File: config.mk
export PLATFORM = sky130hd
export DESIGN_NAME = load_store_unit
export DESIGN_NICKNAME = d
export VERILOG_FILES = /design/src/rtl/load_store_unit.sv
export SDC_FILE = /design/constraint.sdc
export NUM_CORES = 1
export LEC_CHECK = 0
export CORE_ASPECT_RATIO = 2
export CORE_UTILIZATION = 43
export CTS_CLUSTER_SIZE = 10
export DETAILED_ROUTE_END_ITERATION = 10
export GPL_TIMING_DRIVEN = 0
export PLACE_DENSITY_LB_ADDON = 0.12
export SETUP_SLACK_MARGIN = 0.5
export SYNTH_ARGS = -nofsm -noshare
export SYNTH_HDL_FRONTEND = slang
export SYNTH_SLANG_ARGS = --single-unit
export TNS_END_PERCENT = 30
File: constraint.sdc
create_clock -name clk -period 2.3 [get_ports clk]
set_input_delay 0.46 -clock clk [delete_from_list [all_inputs] [get_ports clk]]
set_output_delay 0.46 -clock clk [all_outputs]
set_load 0.05 [all_outputs]
File: src/rtl/load_store_unit.sv
// Memory-access stage: turns the ALU result into one byte/half/word load or store
// over a req/ack handshake, stalling the core via busy until the transfer completes.

module lsu_store_lane #(
   parameter int LANE = 0
) (
   input  logic       is_store,
   input  logic [1:0] size,
   input  logic [1:0] off,
   input  logic [7:0] b0,
   input  logic [7:0] b1,
   input  logic [7:0] own,
   output logic       be,
   output logic [7:0] data
);
   localparam logic [1:0] LI = LANE[1:0];

   // Loads always fetch the full word; the extractor picks the bytes afterwards.
   always_comb begin
      be   = 1'b1;
      data = 8'h00;
      if (is_store) begin
         case (size)
            2'b00: begin
               be   = (off == LI);
               data = b0;
            end
            2'b01: begin
               be   = (off[1] == LI[1]);
               data = LI[0] ? b1 : b0;
            end
            default: data = own;
         endcase
      end
   end
endmodule

module load_store_unit #(
   parameter int XLEN = 32
) (
   input  logic            clk,
   input  logic            rst,
   input  logic            start,
   input  logic            is_store,
   input  logic [2:0]      funct3,
   input  logic [XLEN-1:0] addr,
   input  logic [XLEN-1:0] wdata,
   output logic            busy,
   output logic            done,
   output logic            fault,
   output logic [XLEN-1:0] rdata,
   output logic            mem_req,
   output logic            mem_we,
   output logic [XLEN-1:0] mem_addr,
   output logic [3:0]      mem_be,
   output logic [XLEN-1:0] mem_wdata,
   input  logic            mem_ack,
   input  logic [XLEN-1:0] mem_rdata
);
   localparam int NUM_LANES = XLEN / 8;

   localparam logic [1:0] S_IDLE = 2'd0;
   localparam logic [1:0] S_REQ  = 2'd1;
   localparam logic [1:0] S_DONE = 2'd2;

   typedef struct packed {
      logic                      req;
      logic                      we;
      logic [XLEN-1:0]           addr;
      logic [NUM_LANES-1:0]      be;
      logic [XLEN-1:0]           wdata;
   } mem_req_t;

   logic [1:0]                  state;
   logic [1:0]                  off_q;
   logic [2:0]                  f3_q;
   logic                        st_q;
   logic                        legal;
   mem_req_t                    req_q;
   logic [NUM_LANES-1:0]        lane_be;
   logic [NUM_LANES-1:0][7:0]   lane_data;
   logic [XLEN-1:0]             shifted;
   logic [XLEN-1:0]             ld_ext;

   always_comb begin
      legal = 1'b0;
      case (funct3)
         3'b000:  legal = 1'b1;
         3'b001:  legal = ~addr[0];
         3'b010:  legal = (addr[1:0] == 2'b00);
         3'b100:  legal = ~is_store;
         3'b101:  legal = ~is_store & ~addr[0];
         default: legal = 1'b0;
      endcase
   end

   genvar g;
   generate
      for (g = 0; g < NUM_LANES; g++) begin : g_lane
         lsu_store_lane #(.LANE(g)) u_lane (
            .is_store (is_store),
            .size     (funct3[1:0]),
            .off      (addr[1:0]),
            .b0       (wdata[7:0]),
            .b1       (wdata[15:8]),
            .own      (wdata[8*g +: 8]),
            .be       (lane_be[g]),
            .data     (lane_data[g])
         );
      end
   endgenerate

   // Align the addressed byte/half down to bit 0, then extend per funct3.
   assign shifted = mem_rdata >> {off_q, 3'b000};

   always_comb begin
      case (f3_q)
         3'b000:  ld_ext = {{(XLEN-8){shifted[7]}}, shifted[7:0]};
         3'b001:  ld_ext = {{(XLEN-16){shifted[15]}}, shifted[15:0]};
         3'b100:  ld_ext = {{(XLEN-8){1'b0}}, shifted[7:0]};
         3'b101:  ld_ext = {{(XLEN-16){1'b0}}, shifted[15:0]};
         default: ld_ext = shifted;
      endcase
   end

   always_ff @(posedge clk) begin
      if (rst) begin
         state <= S_IDLE;
         fault <= 1'b0;
         rdata <= '0;
         req_q <= '0;
         off_q <= 2'b00;
         f3_q  <= 3'b000;
         st_q  <= 1'b0;
      end else begin
         case (state)
            S_IDLE: begin
               if (start) begin
                  if (legal) begin
                     state       <= S_REQ;
                     req_q.req   <= 1'b1;
                     req_q.we    <= is_store;
                     req_q.addr  <= {addr[XLEN-1:2], 2'b00};
                     req_q.be    <= lane_be;
                     req_q.wdata <= lane_data;
                     off_q       <= addr[1:0];
                     f3_q        <= funct3;
                     st_q        <= is_store;
                  end else begin
                     state <= S_DONE;
                     fault <= 1'b1;
                  end
               end
            end
            S_REQ: begin
               if (mem_ack) begin
                  state     <= S_DONE;
                  fault     <= 1'b0;
                  req_q.req <= 1'b0;
                  req_q.we  <= 1'b0;
                  if (!st_q) rdata <= ld_ext;
               end
            end
            S_DONE: begin
               state <= S_IDLE;
               fault <= 1'b0;
            end
            default: state <= S_IDLE;
         endcase
      end
   end

   assign busy      = ((state == S_IDLE) && start && legal) || (state == S_REQ);
   assign done      = (state == S_DONE);
   assign mem_req   = req_q.req;
   assign mem_we    = req_q.we;
   assign mem_addr  = req_q.addr;
   assign mem_be    = req_q.be;
   assign mem_wdata = req_q.wdata;
endmodule
* After elaboration in Yosys (flattened, before gate mapping)
Cells that the tools add are included.
** Cells by class
- Bitwise logic cells :: 5
- Reduce and logical (&&, ||, !) cells :: 16
- Shifts and indexed selects :: 1
- Equal/unequal tests :: 17
- Multiplexer cells :: 29
** Operator list (number)
- 70-bit 2-to-1 mux :: 2
- 32-bit case mux with 4 select lines :: 1
- 8-bit 2-to-1 mux :: 6
- 32-bit by 5-bit >> shifter with 32-bit output :: 1
- 8-bit case mux with 2 select lines :: 1
- 3-bit == test (second input constant) :: 4
- 2-bit 2-to-1 mux :: 4
- 2-bit != test (second input constant) :: 4
- 1-bit case mux with 2 select lines :: 4
- 2-bit case mux with 2 select lines :: 2
- 4-bit AND reduction :: 2
- 1-bit 2-to-1 mux :: 7
- 2-bit by 1-bit == test with 1-bit output (second input constant) :: 3
- 2-bit == test (second input constant) :: 3
- 3-bit by 1-bit == test with 1-bit output (second input constant) :: 2
- 2-bit logical NOT :: 3
- 3-bit logical NOT :: 2
- 3-bit AND reduction :: 2
- 1-bit case mux with 5 select lines :: 1
- 1-bit NOT :: 4
- 3-bit by 2-bit == test with 1-bit output (second input constant) :: 1
- 1-bit case mux with 3 select lines :: 1
- 3-bit nonzero test :: 1
- 1-bit logical AND :: 2
- 5 further kinds :: 5
** Word-level totals
- Word-level logic and storage cells :: 79
- Output and inout port bits :: 105
- Register bits :: 109

* Depth between registers and ports, before layout
- Depth after elaboration :: 7
- Gate-level depth with buffers :: 8
- Mapped depth without buffers :: 6

* Hierarchy
Synthesis repeated with hierarchy kept, for this count alone.
** Second synthesis, totals
- Cell total of the unflattened synthesis :: 656
- Area total of the unflattened synthesis :: 5356.4 sq um
** Modules (own cells, without submodules)
- load_store_unit :: area an instance 4489.3 sq um, cells each 557, instances 1, seq. area each 2182.1 sq um
- lsu_store_lane (g_lane[1].u_lane) :: area an instance 285.3 sq um, cells each 30, instances 1, seq. area each 0.0 sq um
- lsu_store_lane (g_lane[3].u_lane) :: area an instance 282.8 sq um, cells each 29, instances 1, seq. area each 0.0 sq um
- lsu_store_lane (g_lane[0].u_lane) :: area an instance 158.9 sq um, cells each 20, instances 1, seq. area each 0.0 sq um
- lsu_store_lane (g_lane[2].u_lane) :: area an instance 140.1 sq um, cells each 20, instances 1, seq. area each 0.0 sq um

* Least setup slack after synthesis
OpenSTA, ideal clock, no wires.
- Path type :: input to output
- From :: in funct3[0]
- To :: out busy
- Required time :: 1.840 ns
- Path slack :: 0.047 ns
- Arrival time :: 1.793 ns
- Stages on the path :: 5
- Cells stage by stage :: or4_1 buf_2 a21o_1 buf_2 nand2b_1
** On the way
- Word-level cells in the longest chain between the ends :: 4
- Elaborated cells between the ends (all ways) :: 8
- Classes of those cells :: 4 x eq/ne; 1 x mux; 3 x reduce/logical
** Ends and longest elaborated chain
- from (decl) :: RTL line 45 : input logic [2:0] funct3,
- 3-bit == test, or another cell as far along :: RTL line 87 : case (funct3)
- 1-bit case mux with 5 select lines * :: RTL line 87
- 1-bit logical AND * :: RTL line 173 : assign busy = ((state == S_IDLE) && start && legal) || (state == S_REQ);
- 1-bit logical OR * :: RTL line 173
- to (decl) :: RTL line 48 : output logic busy,
Mark *: on every way between the ends. The rest lies on a longest branch, timed or not.

* Worst setup path after layout
- From :: in funct3[2]
- To :: out busy
The elaborated chain is that of the path after synthesis.

==> impl_metrics.ini <==
[run_status]
status = completed

[critical_path]
start_kind = primary input
crit_path_start = funct3[2]
critPathKind = primary input to primary output
rr_startpoint = off_q[1]
crit_arrival_ns = 1.68
cp_max_fo = 2
end_kind = primary output
critPathRequiredTime_ns = 1.84

[logic_synthesis]
synth_area_sq_mm = 0.00492
synthArstFlopShare_pct = 0
synthDistinctLibCells = 36
yosysWarningCount = 0
synth_seq_cells = 109
avgSynthCellArea_sq_um = 8.03
synthCells = 612
seq_area_frac_synth_pct = 44.4
synth_edf_count = 0
yosys_most_used_dff = dfxtp_1

[place]
port_buffers = 204
dp_hpwl_microns = 12900
gp_congestion = 0.954
dp_slack_ns = -0.975

[global_routing]
grt_max_degree = 19
antenna_found_initial = 0
grt_pass1_vias = 5403
grt_use_total_pct = 28.3
globalRoute.totalOverflow = 0
grt_pass1_wl_microns = 26200

[floorplanning]
fp-row-count = 54
die_x_microns = 77.6
pin_count = 209
core_area_sq_mm = 0.0110
fp.dieH_microns = 153
initial_utilization_pct = 44.6
die_area_sq_mm = 0.0119

[layout]
final_core_util_pct = 71.1
n_antenna_cell = 0
n_fill_cell = 911
area_delta_synth_final_pct = 59.2
nNetsFinal = 946
layout_common_cells = 149 x nand2_1, 135 x clkdlybuf4s50_1, 107 x dfxtp_1, 89 x a21oi_1, 59 x dlymetal6s2s_1
layout-drive-gt1-share_pct = 13.3
seq_area_sq_mm = 0.00219
final_common_cell = nand2_1
multi_input_area_sq_mm = 0.00257

[routing]
vias = 5274
detail_route.wl_per_cell_microns = 17.1
drtAntennaViolNets = 0
drc = 0
drtIter0Drc = 172
drt_wl_total_microns = 16800
viasPerCell = 5.37
first_pass_iters = 4

[timing]
final_hold_viol_count = 0
fmax_ghz = 0.467
worstMarginPinSlew_ns = 0.657
fin_crit_sh_pct = 93.1
fin_worst_hold_slack_ns = 0.377
slew_headroom_pct = 56.2
skew_ns = 0.00663
period_minus_slack_ns = 2.14
rsz0062_at_grt = true
final-setup-viol-count = 0
maxSlewViolCount = 0
setup_ws_ns = 0.158

[cts]
cts_hold_buffers = 0
clk_pin_slew_ns = 0.07
htreeDepth = 3
cts_tree = done
clock_latency_ns = 0.35
clock_path_buffers = 2
numClockSinks = 109
cts_buffers = 9
cts_root_buf = clkbuf_16

[min_path]
min_from = addr[0]
min_path_type = primary input to flop

[power]
max-vdd-ir-drop_mv = 0.456
total_leakage_power_nw = 3.75
p_total_w = 0.00484
power.density_mw_per_mm2 = 618

[job]
drv_cap = 0
-- state kept, by name, indices dropped and copies added (netlist names) --
register and cells:
f3_q 3, fault 1, mem_addr 30, mem_be 4, mem_req 1, mem_wdata 32, mem_we 1, off_q 2
rdata 32, st_q 1, state 2
-- routing by layer --
| metal | GRT usage [%] | vias up | routed length (microns) |
|---|---|---|---|
| li1 | - | 2553 | - |
| met1 | 25.7 | 2431 | 5470 |
| met2 | 52.9 | 223 | 9200 |
| met3 | 6.75 | 67 | 1080 |
| met4 | 20.3 | 0 | 1080 |
| met5 | 0 | - | 0 |
-- what timing repair did --
item | 4_1_cts | 5_1_grt
buffers inserted | 9 | 0
pin swaps | 4 | 0
endpoints found under the setup margin | 211 | 208
gates cloned | 1 | 0
gates resized for setup | 65 | 71
-- stage by stage --
step,cells,setup TNS (ns),instance area (sq um)
after global placement,957,-16.29,7170
after global routing,983,0,7830
after CTS,983,0,7640
after floorplan,613,0,4960
final,983,0,7830
after detailed placement,957,-18.60,7170
-- critical path: stages --
cell and delay [ns]:
buf_6 0.10, or4_4 0.52, buf_6 0.13, a21o_1 0.15, buf_6 0.12, nand2b_4 0.06
buf_8 0.14
-- power by group --
part,switching (W),internal (W),total [W]
Clock,0.000711,0.00100,0.00171
Sequential,0.0000433,0.00196,0.00201
Combinational,0.000650,0.000469,0.00112
Total,0.00140,0.00343,0.00484
-- kinds of logic after synthesis --
logic type / Yosys count / share of synthesized area (%)
mux: 49 / 11.0
other cells: 1 / 0.0763
fa+ha+maj: 4 / 1.02
flops: 109 / 44.4
compound gates: 143 / 17.4
simple gates: 250 / 21.2
buf+inv: 56 / 4.81
-- synth_stat cells (10+ instances only) --
cell type / count / area [sq um]
nand3_1: 34 / 170
nor3_1: 14 / 70.1
mux2i_1: 16 / 160
clkbuf_1: 32 / 120
dfxtp_1: 109 / 2180
a211oi_1: 21 / 158
nand2_1: 149 / 559
a21oi_1: 89 / 445
mux2_2: 32 / 360
buf_2: 15 / 75.1
nor2_1: 36 / 135
o21ai_0: 10 / 50.1
-- cell type report --
cell class / instances / share of cell area [%]
timing repair buffer: 214 / 28.8
tap: 140 / 2.24
clock buffer: 11 / 3.10
clock inverter: 5 / 1.17
buffer: 52 / 3.76
inverter: 4 / 0.192
sequential: 109 / 27.9
multi-input combinational: 448 / 32.8
-- path summary, 6_finish.rpt --
check | end | slack [ns] | cells after the start
worst max-delay path | busy | 0.16 | 7
worst max register to register | rdata[24] | 0.41 | 6
worst min-delay path | off_q[0] | 0.38 | 3
worst min register to register | rdata[2] | 0.45 | 2
Note: power is estimated with default switching activity, not from simulation.
